File: src/rtl/bcd_display_scan.sv
// Six-digit multiplexed seven-segment scanner for a common-anode display.
// Snapshots all BCD digits once per frame, blanks leading zeros, marks bad codes.

module bcd_scan_lane (
    input  logic [3:0] digit,
    input  logic       blank,
    output logic [6:0] seg
);
    always_comb begin
        seg = 7'h3F;
        if (blank) begin
            seg = 7'h7F;
        end else begin
            case (digit)
                4'd0:    seg = 7'h40;
                4'd1:    seg = 7'h79;
                4'd2:    seg = 7'h24;
                4'd3:    seg = 7'h30;
                4'd4:    seg = 7'h19;
                4'd5:    seg = 7'h12;
                4'd6:    seg = 7'h02;
                4'd7:    seg = 7'h78;
                4'd8:    seg = 7'h00;
                4'd9:    seg = 7'h10;
                default: seg = 7'h3F;  // 10..15 shown as a dash
            endcase
        end
    end
endmodule

module bcd_display_scan #(
    parameter int SCAN_BITS  = 16,
    parameter int SCAN_COUNT = 50000
) (
    input  logic       clk,
    input  logic       rst,
    input  logic       en,
    input  logic       blank_lz,
    input  logic [3:0] digit0_i,
    input  logic [3:0] digit1_i,
    input  logic [3:0] digit2_i,
    input  logic [3:0] digit3_i,
    input  logic [3:0] digit4_i,
    input  logic [3:0] digit5_i,
    output logic [6:0] seg_o,
    output logic [5:0] an_o,
    output logic [2:0] sel_o,
    output logic       frame_o
);
    localparam int                   NUM_DIGITS = 6;
    localparam logic [SCAN_BITS-1:0] PRESC_LAST = SCAN_BITS'(SCAN_COUNT - 1);
    localparam logic [2:0]           SEL_LAST   = 3'd5;

    logic [SCAN_BITS-1:0]            presc;
    logic [2:0]                      sel;
    logic [NUM_DIGITS-1:0][3:0]      snap;
    logic [NUM_DIGITS-1:0][3:0]      din;
    logic [NUM_DIGITS-1:0]           blank;
    logic [NUM_DIGITS-1:0][6:0]      lane_seg;
    logic                            tick;
    logic                            wrap;
    logic                            zrun;

    assign din  = {digit5_i, digit4_i, digit3_i, digit2_i, digit1_i, digit0_i};
    assign tick = en && (presc == PRESC_LAST);
    assign wrap = tick && (sel == SEL_LAST);

    // A digit blanks only if it and every more-significant digit are zero.
    always_comb begin
        blank = '0;
        zrun  = 1'b1;
        for (int k = NUM_DIGITS - 1; k >= 1; k--) begin
            zrun     = zrun & (snap[k] == 4'd0);
            blank[k] = blank_lz & zrun;
        end
    end

    genvar g;
    generate
        for (g = 0; g < NUM_DIGITS; g++) begin : g_lane
            bcd_scan_lane u_lane (
                .digit (snap[g]),
                .blank (blank[g]),
                .seg   (lane_seg[g])
            );
        end
    endgenerate

    always_ff @(posedge clk or negedge rst) begin
        if (!rst) begin
            presc <= '0;
            sel   <= '0;
            snap  <= '0;
        end else begin
            if (tick)
                presc <= '0;
            else if (en)
                presc <= presc + SCAN_BITS'(1);
            if (tick)
                sel <= wrap ? 3'd0 : sel + 3'd1;
            // Frame-coherent capture: inputs only sampled at the frame boundary.
            if (wrap)
                snap <= din;
        end
    end

    // Outputs register the current scan state, one clock behind sel/snap.
    always_ff @(posedge clk or negedge rst) begin
        if (!rst) begin
            seg_o   <= 7'h7F;
            an_o    <= 6'h3F;
            sel_o   <= 3'd0;
            frame_o <= 1'b0;
        end else begin
            frame_o <= wrap;
            if (en) begin
                an_o  <= ~(6'd1 << sel);
                sel_o <= sel;
                seg_o <= lane_seg[sel];
            end else begin
                an_o  <= 6'h3F;
                seg_o <= 7'h7F;
            end
        end
    end
endmodule

File: config.mk
export PLATFORM = sky130hd
export DESIGN_NAME = bcd_display_scan
export DESIGN_NICKNAME = d
export VERILOG_FILES = /design/src/rtl/bcd_display_scan.sv
export SDC_FILE = /design/constraint.sdc
export NUM_CORES = 1
export LEC_CHECK = 0
export CAP_MARGIN = 30
export CORE_MARGIN = 3
export CORE_UTILIZATION = 45
export CTS_BUF_LIST = sky130_fd_sc_hd__clkbuf_16
export DETAILED_ROUTE_END_ITERATION = 8
export HOLD_SLACK_MARGIN = 0.05
export PLACE_DENSITY_LB_ADDON = 0.3
export SETUP_SLACK_MARGIN = 0.02
export SYNTH_ARGS = -nofsm -noshare
export SYNTH_HDL_FRONTEND = slang
export SYNTH_SLANG_ARGS = --single-unit
File: constraint.sdc
create_clock -name clk -period 3.2 [get_ports clk]
set_input_delay 0.48 -clock clk [delete_from_list [all_inputs] [get_ports clk]]
set_output_delay 0.48 -clock clk [all_outputs]
set_load 0.05 [all_outputs]
Word-level counts from Yosys, hierarchy flattened
Memory sizes are Yosys's and may differ from the RTL's.
Index checks and enable logic that the tools add are counted.
{"block": "totals", "wordCells": 54, "inputBits": 28, "register_bits": 60, "mem_bits_ro": 672, "n_memories": 6, "out_inout_bits": 17}
{"block": "classes", "n_mux": 12, "n_bitwise": 10, "n_reduce_logical": 8, "magnitude_cmp": 1, "add_sub_neg": 2, "eq_ne": 2, "shifts": 1}
{"memory": "(no name shown)", "depth": 16, "word_bits": 7, "read_ports": 1, "rd_clocked_by_memory_dff": 0, "write_ports": 0, "line_no": "14", "text": "case (digit)"}
{"memory": "(no name shown)", "depth": 16, "word_bits": 7, "read_ports": 1, "rd_clocked_by_memory_dff": 0, "write_ports": 0, "line_no": "14"}
{"memory": "(no name shown)", "depth": 16, "word_bits": 7, "read_ports": 1, "rd_clocked_by_memory_dff": 0, "write_ports": 0, "line_no": "14"}
{"memory": "(no name shown)", "depth": 16, "word_bits": 7, "read_ports": 1, "rd_clocked_by_memory_dff": 0, "write_ports": 0, "line_no": "14"}
{"memory": "(no name shown)", "depth": 16, "word_bits": 7, "read_ports": 1, "rd_clocked_by_memory_dff": 0, "write_ports": 0, "line_no": "14"}
{"memory": "(no name shown)", "depth": 16, "word_bits": 7, "read_ports": 1, "rd_clocked_by_memory_dff": 0, "write_ports": 0, "line_no": "14"}
{"op": "7-bit 2-to-1 mux", "count": 7}
{"op": "16-bit 2-to-1 mux", "count": 2}
{"op": "7-bit binary-select mux with 3-bit select", "count": 1}
{"op": "4-bit zero test", "count": 5}
{"op": "16-bit by 1-bit adder with 16-bit output, second input constant", "count": 1}
{"op": "16-bit == test, second input constant", "count": 1}
{"op": "1-bit bitwise AND", "count": 9}
{"op": "6-bit 2-to-1 mux", "count": 1}
{"op": "6-bit inverter", "count": 1}
{"op": "1-bit by 3-bit left shift with 6-bit output, first input constant", "count": 1}
{"op": "3-bit by 4-bit < comparator with 1-bit output, second input constant", "count": 1}
{"op": "3-bit by 1-bit adder with 3-bit output, second input constant", "count": 1}
{"op": "3-bit == test, second input constant", "count": 1}
{"op": "3-bit 2-to-1 mux", "count": 1}
{"op": "1-bit logical AND", "count": 2}
{"op": "2-bit nonzero test", "count": 1}

Longest topological paths before layout
Gate-level depths: netlist of run 1.
{"block": "logic_depth", "ltp_word": 10, "depth_mapped": 7, "ltp_nobuf": 7}

By module
Synthesis of run 1 repeated with hierarchy kept, for this count alone.
{"block": "hier_totals", "hier_cells": 429, "hier_area_um2": 4306.6}
{"module": "bcd_display_scan", "n_inst": 1, "cells_each": 223, "area_per_inst_um2": 2925.3, "seq_area_each_um2": 1517.7}
{"module": "bcd_scan_lane at g_lane[0].u_lane ...", "n_inst": 4, "cells_each": 35, "area_per_inst_um2": 232.7, "seq_area_each_um2": 0.0}
{"module": "bcd_scan_lane at g_lane[4].u_lane ...", "n_inst": 2, "cells_each": 33, "area_per_inst_um2": 225.2, "seq_area_each_um2": 0.0}

Least setup slack after synthesis of run 1
Ideal clock, no wire load.
{"block": "synth_timing", "path_kind": "register to register", "startpoint": "register snap[20] in the netlist's numbering", "endpoint": "register seg_o[4]", "period_less_slack_ns": 1.919, "arrival_time_ns": 1.824, "path_buffers": 0, "stages_incl_launch_ff": 8, "t_required_ns": 3.106, "slack_ns": 1.281, "setup_time_ns": 0.094, "cell_sequence": "dfrtp_1 > inv_1 > ha_1 > and4bb_2 > and4_1 > nand3_1 > a311oi_1 > or4_1"}
{"block": "synth_between", "elab_chain_cells": 10, "elab_cells_between_ends": 19, "cone_classes": "mux (8); bitwise (9); reduce/logical (1); memory (1)"}
{"element": "from (decl)", "line_no": "56", "text": "logic [NUM_DIGITS-1:0][3:0] snap;"}
{"element": "from (signal assigned)", "line_no": "103", "text": "snap <= din;"}
{"element": "4-bit zero test", "line_no": "73", "text": "zrun = zrun & (snap[k] == 4'd0);"}
{"element": "1-bit bitwise AND (4 in series)", "line_no": "73"}
{"element": "1-bit bitwise AND", "line_no": "74", "text": "blank[k] = blank_lz & zrun;"}
{"element": "7-bit 2-to-1 mux", "line_no": "11", "text": "if (blank) begin"}
{"element": "7-bit binary-select mux with 3-bit select *", "line_no": "119", "text": "seg_o <= lane_seg[sel];"}
{"element": "7-bit 2-to-1 mux (not written as such) *", "line_no": "119"}
{"element": "7-bit 2-to-1 mux *", "line_no": "116", "text": "if (en) begin"}
{"element": "to (signal assigned)", "line_no": "119"}
{"element": "to (decl)", "line_no": "45", "text": "output logic [6:0] seg_o,"}
Mark *: on every way between the ends. The rest lies on a longest branch, timed or not. The select of a mux whose other input is x is not followed.
A chain may end at the register's enable or synchronous reset.

Final worst setup path of run 1
{"block": "layout_timing", "startpoint": "register snap[21] in the netlist's numbering", "endpoint": "register seg_o[6]"}
Same word-level chain as after synthesis.

==> impl_metrics.yaml, run 1 <==
outcome:
  status: "finished clean"
setup_path:
  cp_slowest_cell: "a2111oi_0"
  r2r_setup_slack_ns: 0.92
  crit_start: "snap[21]$_DFFE_PN0P_"
  crit_buf_inv: 1
  r2r_cells: 7
  r2r-start: "snap[21]$_DFFE_PN0P_"
  arrival_ns: 2.52
  criticalPathCategory: "flop to flop"
  worst_setup_path_start_kind: "flop"
  path_delay_family: "compound AO/OA/AOI/OAI gates"
  critPathCaptureType: "flop"
  crit_fanout: 5
  required_ns: 3.44
  path_cells: "inv_1, ha_1, and4bb_2, and4_1, and3_1, a2111oi_0, o211ai_1"
  regToRegEndpoint: "seg_o[6]$_DFF_PN1_"
  crit_path_max_incr_delay_ns: 0.59
routing:
  drcViolationCount: 0
  met2_length_um: 3645
  met3_length_um: 456
  first_pass_iters: 4
  via_count: 3079
  drt_iter0_drc: 218
  highest_layer: "met4"
  drt-total-wl_um: 8300
  drt-vias-per-instance: 5.528
  ant_nets: 0
  met1_length_um: 4079
  wl_per_cell_um: 14.90
floorplanning:
  num_rows: 33
  die_area_sq_mm: 0.01011
  initial_core_util: 0.4751
  die_w_um: 100.5
  pin_count: 45
  die_y_um: 100.5
  coreArea_sq_mm: 0.008464
cts:
  htreeDepth: 3
  path_clk_slew_ns: 0.05
  holdBufCountCts: 0
  ctsRootBufferMaster: "clkbuf_16"
  postCtsSetupBuffers: 0
  clkSinkCount: 60
  numCtsBuffers: 9
  clk_latency_ns: 0.33
  cts_tree: "built"
  cts_resized: 0
  cts_max_path_buffers: 2
power_and_ir_drop:
  p_leak_uw: 0.002140
  power_density_mw_per_mm2: 404.5
  vdd_drop_max_mv: 0.2607
final_layout:
  final_cell_mix: "47 x dfrtp_1, 43 x clkdlybuf4s50_1, 36 x ha_1, 30 x nor2_1, 29 x nand2_1"
  num_antenna_cells: 0
  mostFrequentLayoutCell: "dfrtp_1"
  drive_gt1_frac: 0.1549
  final_net_count: 511
  syn_to_final_growth_pct: 19.01
  final_cells: 557
yosys:
  syn-num-nets: 474
  ys_seq_area_frac: 0.3774
  synth_enable_flop_cells: 0
  ys_warn_count: 0
  yosys.area.top_type: "dfrtp_1"
  synth-seq-cells: 60
  syn_inst: 410
  synth.avg_cell_area_sq_um: 9.808
  syn_area_sq_mm: 0.004021
  synth_top_area_share: 0.2925
  synth.distinct_cells: 58
  synth-main-ff-cell: "dfrtp_1"
  ys_top_cells_by_area: "dfrtp_1 29%, ha_1 11%, dfstp_2 8.5%"
  postSynth.asyncResetShare: 1.000
timing:
  clock_skew_ns: 0.005142
  max_freq_ghz: 0.4388
  grt_setup_unrepaired: "false"
  finalSetupViolCount: 0
  fin_crit_sh: 0.7122
  tightest_slew_ns: 0.8647
  period_minus_slack_ns: 2.279
  relSlewSlack: 0.4235
  finalHoldViolCount: 0
  final.setup.tns_ns: 0
  drv_slew: 0
min_path:
  hp-class: "input pin to async pin"
placed_design:
  dp_hpwl_um: 5952
  gp_congestion: 0.8500
  placed_cells: 541
  io_buffers: 44
grt:
  grt_pass1_vias: 2827
  globalRouteTotalUtil: 0.1732
  grt_max_degree: 40
  overflow: 0
  antenna_found_initial: 0
  grt_pass1_wl_um: 13870
run:
  cap_violations: 0
==> per-stage QoR <==
step	hold WS (ns)	utilization	power (uW)	area, sq um	setup slack, ns
after floorplan	0.1844	-	969.1	4021	1.281
after global placement	0.4824	0.5326	1053	4508	0.7060
after detailed placement	0.4797	0.5326	1058	4508	0.6554
after CTS	0.2983	0.5654	1956	4786	0.9774
after global routing	0.3486	0.5654	2022	4786	0.7809
final	0.2703	0.5654	1936	4786	0.9210
==> area by class of cell <==
class                   instances  area, sq um
inverters                      19        71.32
multi-input cells             310         2330
clock inverters                 7        52.55
well taps                     105        131.4
fillers                       731         3679
repair buffers                 47        457.9
clock buffers                   9        225.2
flip-flops and latches         60         1518
==> registers in the layout (all words and copies together) (netlist names) <==
register / flops
sel_o: 3
snap: 24
sel: 3
presc: 16
frame_o: 1
an_o: 6
seg_o: 7
==> synthesized netlist by cell type, types with 3 or more instances <==
master / count
a211oi_1: 5
a21o_1: 9
a21oi_1: 24
a311o_1: 4
and3_1: 3
buf_2: 7
clkbuf_1: 11
dfrtp_1: 47
dfstp_2: 13
ha_1: 36
inv_1: 17
mux2_2: 8
mux2_4: 20
mux2i_1: 3
nand2_1: 29
nand2b_1: 9
nand3_1: 10
nand3b_1: 3
nand4_1: 9
nor2_1: 30
nor2b_1: 13
nor3_1: 10
nor3b_1: 5
o211ai_1: 3
o21ai_0: 22
o221ai_1: 5
or2_2: 3
xnor2_1: 3
xor2_1: 8
==> cells by family after synthesis <==
group / after synthesis / synth area share
flops: 60 / 0.3774
compound gates: 91 / 0.1478
fa+ha+maj: 36 / 0.1120
xor+xnor: 11 / 0.02396
mux: 31 / 0.1045
buf+inv: 40 / 0.04325
simple gates: 141 / 0.1910
==> routing by layer <==
| metal | track usage | up-vias |
|---|---|---|
| met5 | 0 | - |
| met4 | 0.06218 | 0 |
| met2 | 0.2559 | 87 |
| met1 | 0.2523 | 1449 |
| li1 | - | 1532 |
| met3 | 0.03391 | 11 |
==> power breakdown <==
| group | leakage (uW) | switching (uW) | total (uW) | internal [uW] |
|---|---|---|---|---|
| Clock | 0.000136 | 363 | 890 | 526 |
| Combinational | 0.00126 | 93.7 | 187 | 93.6 |
| Sequential | 0.000746 | 49.3 | 859 | 810 |
==> worst reg2reg max path: cells and delay by family, from the launching register on <==
family | cells | cell delay, ns
adder cells (fa/ha/maj) | 1 | 0.24
flip-flops | 1 | 0.42
AO/OA/AOI/OAI | 2 | 0.73
AND/OR/NAND/NOR | 3 | 0.66
buffers and inverters | 1 | 0.12
==> worst max path at each step <==
stage | end | slack [ns] | depth (start not counted)
after floorplan | seg_o[4]$_DFF_PN1_ | 1.28 | 7
after global placement | snap[16]$_DFFE_PN0P_ | 0.71 | 6
after detailed placement | snap[3]$_DFFE_PN0P_ | 0.66 | 6
after CTS | seg_o[6]$_DFF_PN1_ | 0.98 | 7
after global routing | snap[22]$_DFFE_PN0P_ | 0.78 | 6
final | seg_o[6]$_DFF_PN1_ | 0.92 | 7
No activity file was read; power rests on OpenSTA's default activity.
==> run 2, diff against run 1 <==
==> constraint.sdc (replaced) <==
create_clock -name clk -period 1.9 [get_ports clk]
set_input_delay 0.285 -clock clk [delete_from_list [all_inputs] [get_ports clk]]
set_output_delay 0.285 -clock clk [all_outputs]
set_load 0.05 [all_outputs]
==> impl_metrics.yaml, run 2 (synthesized netlist as in run 1, its figures left out) <==
power_and_ir_drop:
  power_uw: 3278
  power_density_mw_per_mm2: 610.8
  power_frac_clock: 0.449
  p_leak_uw: 0.002456
  comb_power_share: 0.110
  switching_share: 0.2605
  p_int_uw: 2424
  seqPwrFrac: 0.441
  vdd_drop_max_mv: 0.4413
  power.switching_uw: 853.8
setup_path:
  cp_slowest_cell: "dfrtp_1"
  worst_setup_path_start_kind: "flop"
  crit_fanout: 3
  path_delay_family: "simple AND/OR/NAND/NOR gates"
  arrival_ns: 2.20
  r2r-start: "snap[17]$_DFFE_PN0P_"
  regToRegEndpoint: "seg_o[1]$_DFF_PN1_"
  r2r_cells: 9
  crit_buf_inv: 3
  crit_path_max_incr_delay_ns: 0.39
  required_ns: 2.17
  r2r_setup_slack_ns: -0.03
  critPathCaptureType: "flop"
  criticalPathCategory: "flop to flop"
  path_cells: "inv_2, ha_4, buf_6, or3b_4, o211ai_1, buf_4, a21o_1, nand3_2, nand4_1"
grt:
  antenna_found_initial: 0
  grt_max_degree: 61
  globalRouteTotalUtil: 0.1939
  grt_pass1_vias: 3373
  grt_pass1_wl_um: 15790
  overflow: 0
final_layout:
  syn_to_final_growth_pct: 33.45
  nFillCells: 686
  mostFrequentLayoutCell: "buf_4"
  seq_area_sq_mm: 0.001518
  largest_reg_flops: 24
  max_flop_register: "snap"
  num_antenna_cells: 0
  reg_top3: "snap (24), presc (16), seg_o (7)"
  drive_gt1_frac: 0.3214
  final_cell_mix: "62 x buf_4, 47 x dfrtp_1, 31 x ha_1, 30 x clkdlybuf4s50_1, 29 x nor2_1"
  multiInputGateArea_sq_mm: 0.002512
  final_net_count: 563
  stdcell_area_sq_mm: 0.005366
floorplanning:
  initial_core_util: 0.4751
  die_w_um: 100.5
  coreArea_sq_mm: 0.008464
  die_y_um: 100.5
  pin_count: 45
  die_area_sq_mm: 0.01011
  num_rows: 33
timing:
  tightest_slew_ns: 0.5173
  max_freq_ghz: 0.5176
  relSlewSlack: 0.6541
  period_minus_slack_ns: 1.932
  finalSetupViolCount: 1
  fin_crit_sh: 1.017
  setup_slack_ns: -0.03185
  clock_skew_ns: 0.007967
  grt_setup_unrepaired: "true"
  drv_slew: 0
  finalHoldViolCount: 0
  hold-worst-slack_ns: 0.4868
outcome:
  status: "complete, but fails checks"
  violations: "negative setup slack"
placed_design:
  gp_congestion: 0.9060
  dp_slack_ns: -0.1320
  placement.cell_area_sq_mm: 0.004878
  io_buffers: 44
  dp_hpwl_um: 6865
run:
  cap_violations: 0
routing:
  via_count: 3346
  ant_nets: 0
  wl_per_cell_um: 15.74
  drcViolationCount: 0
  drt-total-wl_um: 9588
  first_pass_iters: 4
  drt-vias-per-instance: 5.494
  drt_iter0_drc: 165
cts:
  ctsRootBufferMaster: "clkbuf_16"
  cts_tree: "built"
  clk_latency_ns: 0.33
  clkSinkCount: 60
  numCtsBuffers: 9
  cts_max_path_buffers: 2
  htreeDepth: 3
  path_clk_slew_ns: 0.06
min_path:
  hp-class: "input pin to async pin"
[run 2: cell types whose count changed in the layout (fill, tap and decap cells not counted), sizes merged]
cell / change
buf: +64
dlygate4sd3: +1
clkdlybuf4s50: -13
clkinv: -1
clkinvlp: +1
[run 2: layout make-up]
type                       instances  share of cell area
timing repair buffer              99              0.1609
inverter                          19             0.01329
clock inverter                     7            0.008394
sequential                        60              0.2828
multi-input combinational        310              0.4682
tap                              105             0.02448
clock buffer                       9             0.04197
[run 2: per-layer routing]
layer | track usage | part of all wire | vias to the layer above
met5 | 0 | 0 | -
met1 | 0.2562 | 0.46 | 1609
met4 | 0.06425 | 0.018 | 0
met2 | 0.3150 | 0.48 | 77
met3 | 0.04360 | 0.046 | 16
li1 | - | - | 1644
[run 2: worst max-delay path by stage]
| stage | start | endpoint | slack, ns | depth (start not counted) |
|---|---|---|---|---|
| floorplan | snap[20]$_DFFE_PN0P_ | seg_o[4]$_DFF_PN1_ | 0.02 | 7 |
| global placement | blank_lz | seg_o[4]$_DFF_PN1_ | -0.09 | 6 |
| detailed placement | blank_lz | seg_o[6]$_DFF_PN1_ | -0.13 | 6 |
| CTS | snap[16]$_DFFE_PN0P_ | seg_o[6]$_DFF_PN1_ | 0.02 | 8 |
| global route | snap[17]$_DFFE_PN0P_ | seg_o[1]$_DFF_PN1_ | -0.09 | 9 |
| finish | snap[17]$_DFFE_PN0P_ | seg_o[1]$_DFF_PN1_ | -0.03 | 9 |
[run 2: power by group through the flow]
stage          logic (uW)  registers (uW)  clock network, uW
3_5_place_dp          333            1460                  0
2_1_floorplan         159            1470                  0
3_3_place_gp          320            1460                  0
5_1_grt               396            1460               1550
6_report              360            1450               1470
4_1_cts               338            1450               1510
[run 2: timing repair]
| item | 4_1_cts | 5_1_grt |
|---|---|---|
| setup endpoints to repair | 7 | 31 |
| endpoints found under the hold margin | 47 | 0 |
| buffers inserted | 0 | 3 |
| pin swaps | 2 | 19 |
| hold buffers | 1 | 0 |
| gates resized for setup | 10 | 37 |
[run 2: worst reg2reg max path, delay by kind of cell, from the launching register on]
kind                       cells  cell delay, ns
and+or+nand+nor                3            0.57
DFF                            1            0.39
AOI/OAI and AO/OA              2            0.39
buffers and inverters          3            0.37
adders and majority gates      1            0.14
[run 2: through the flow]
stage          setup TNS (ns)  utilization  instances
6_report             -0.03185       0.6340        609
5_1_grt               -0.1683       0.6340        609
4_1_cts                     0       0.6139        606
3_5_place_dp          -0.7313       0.5763        589
3_3_place_gp          -0.1529       0.5763        589
2_1_floorplan               0            -        410
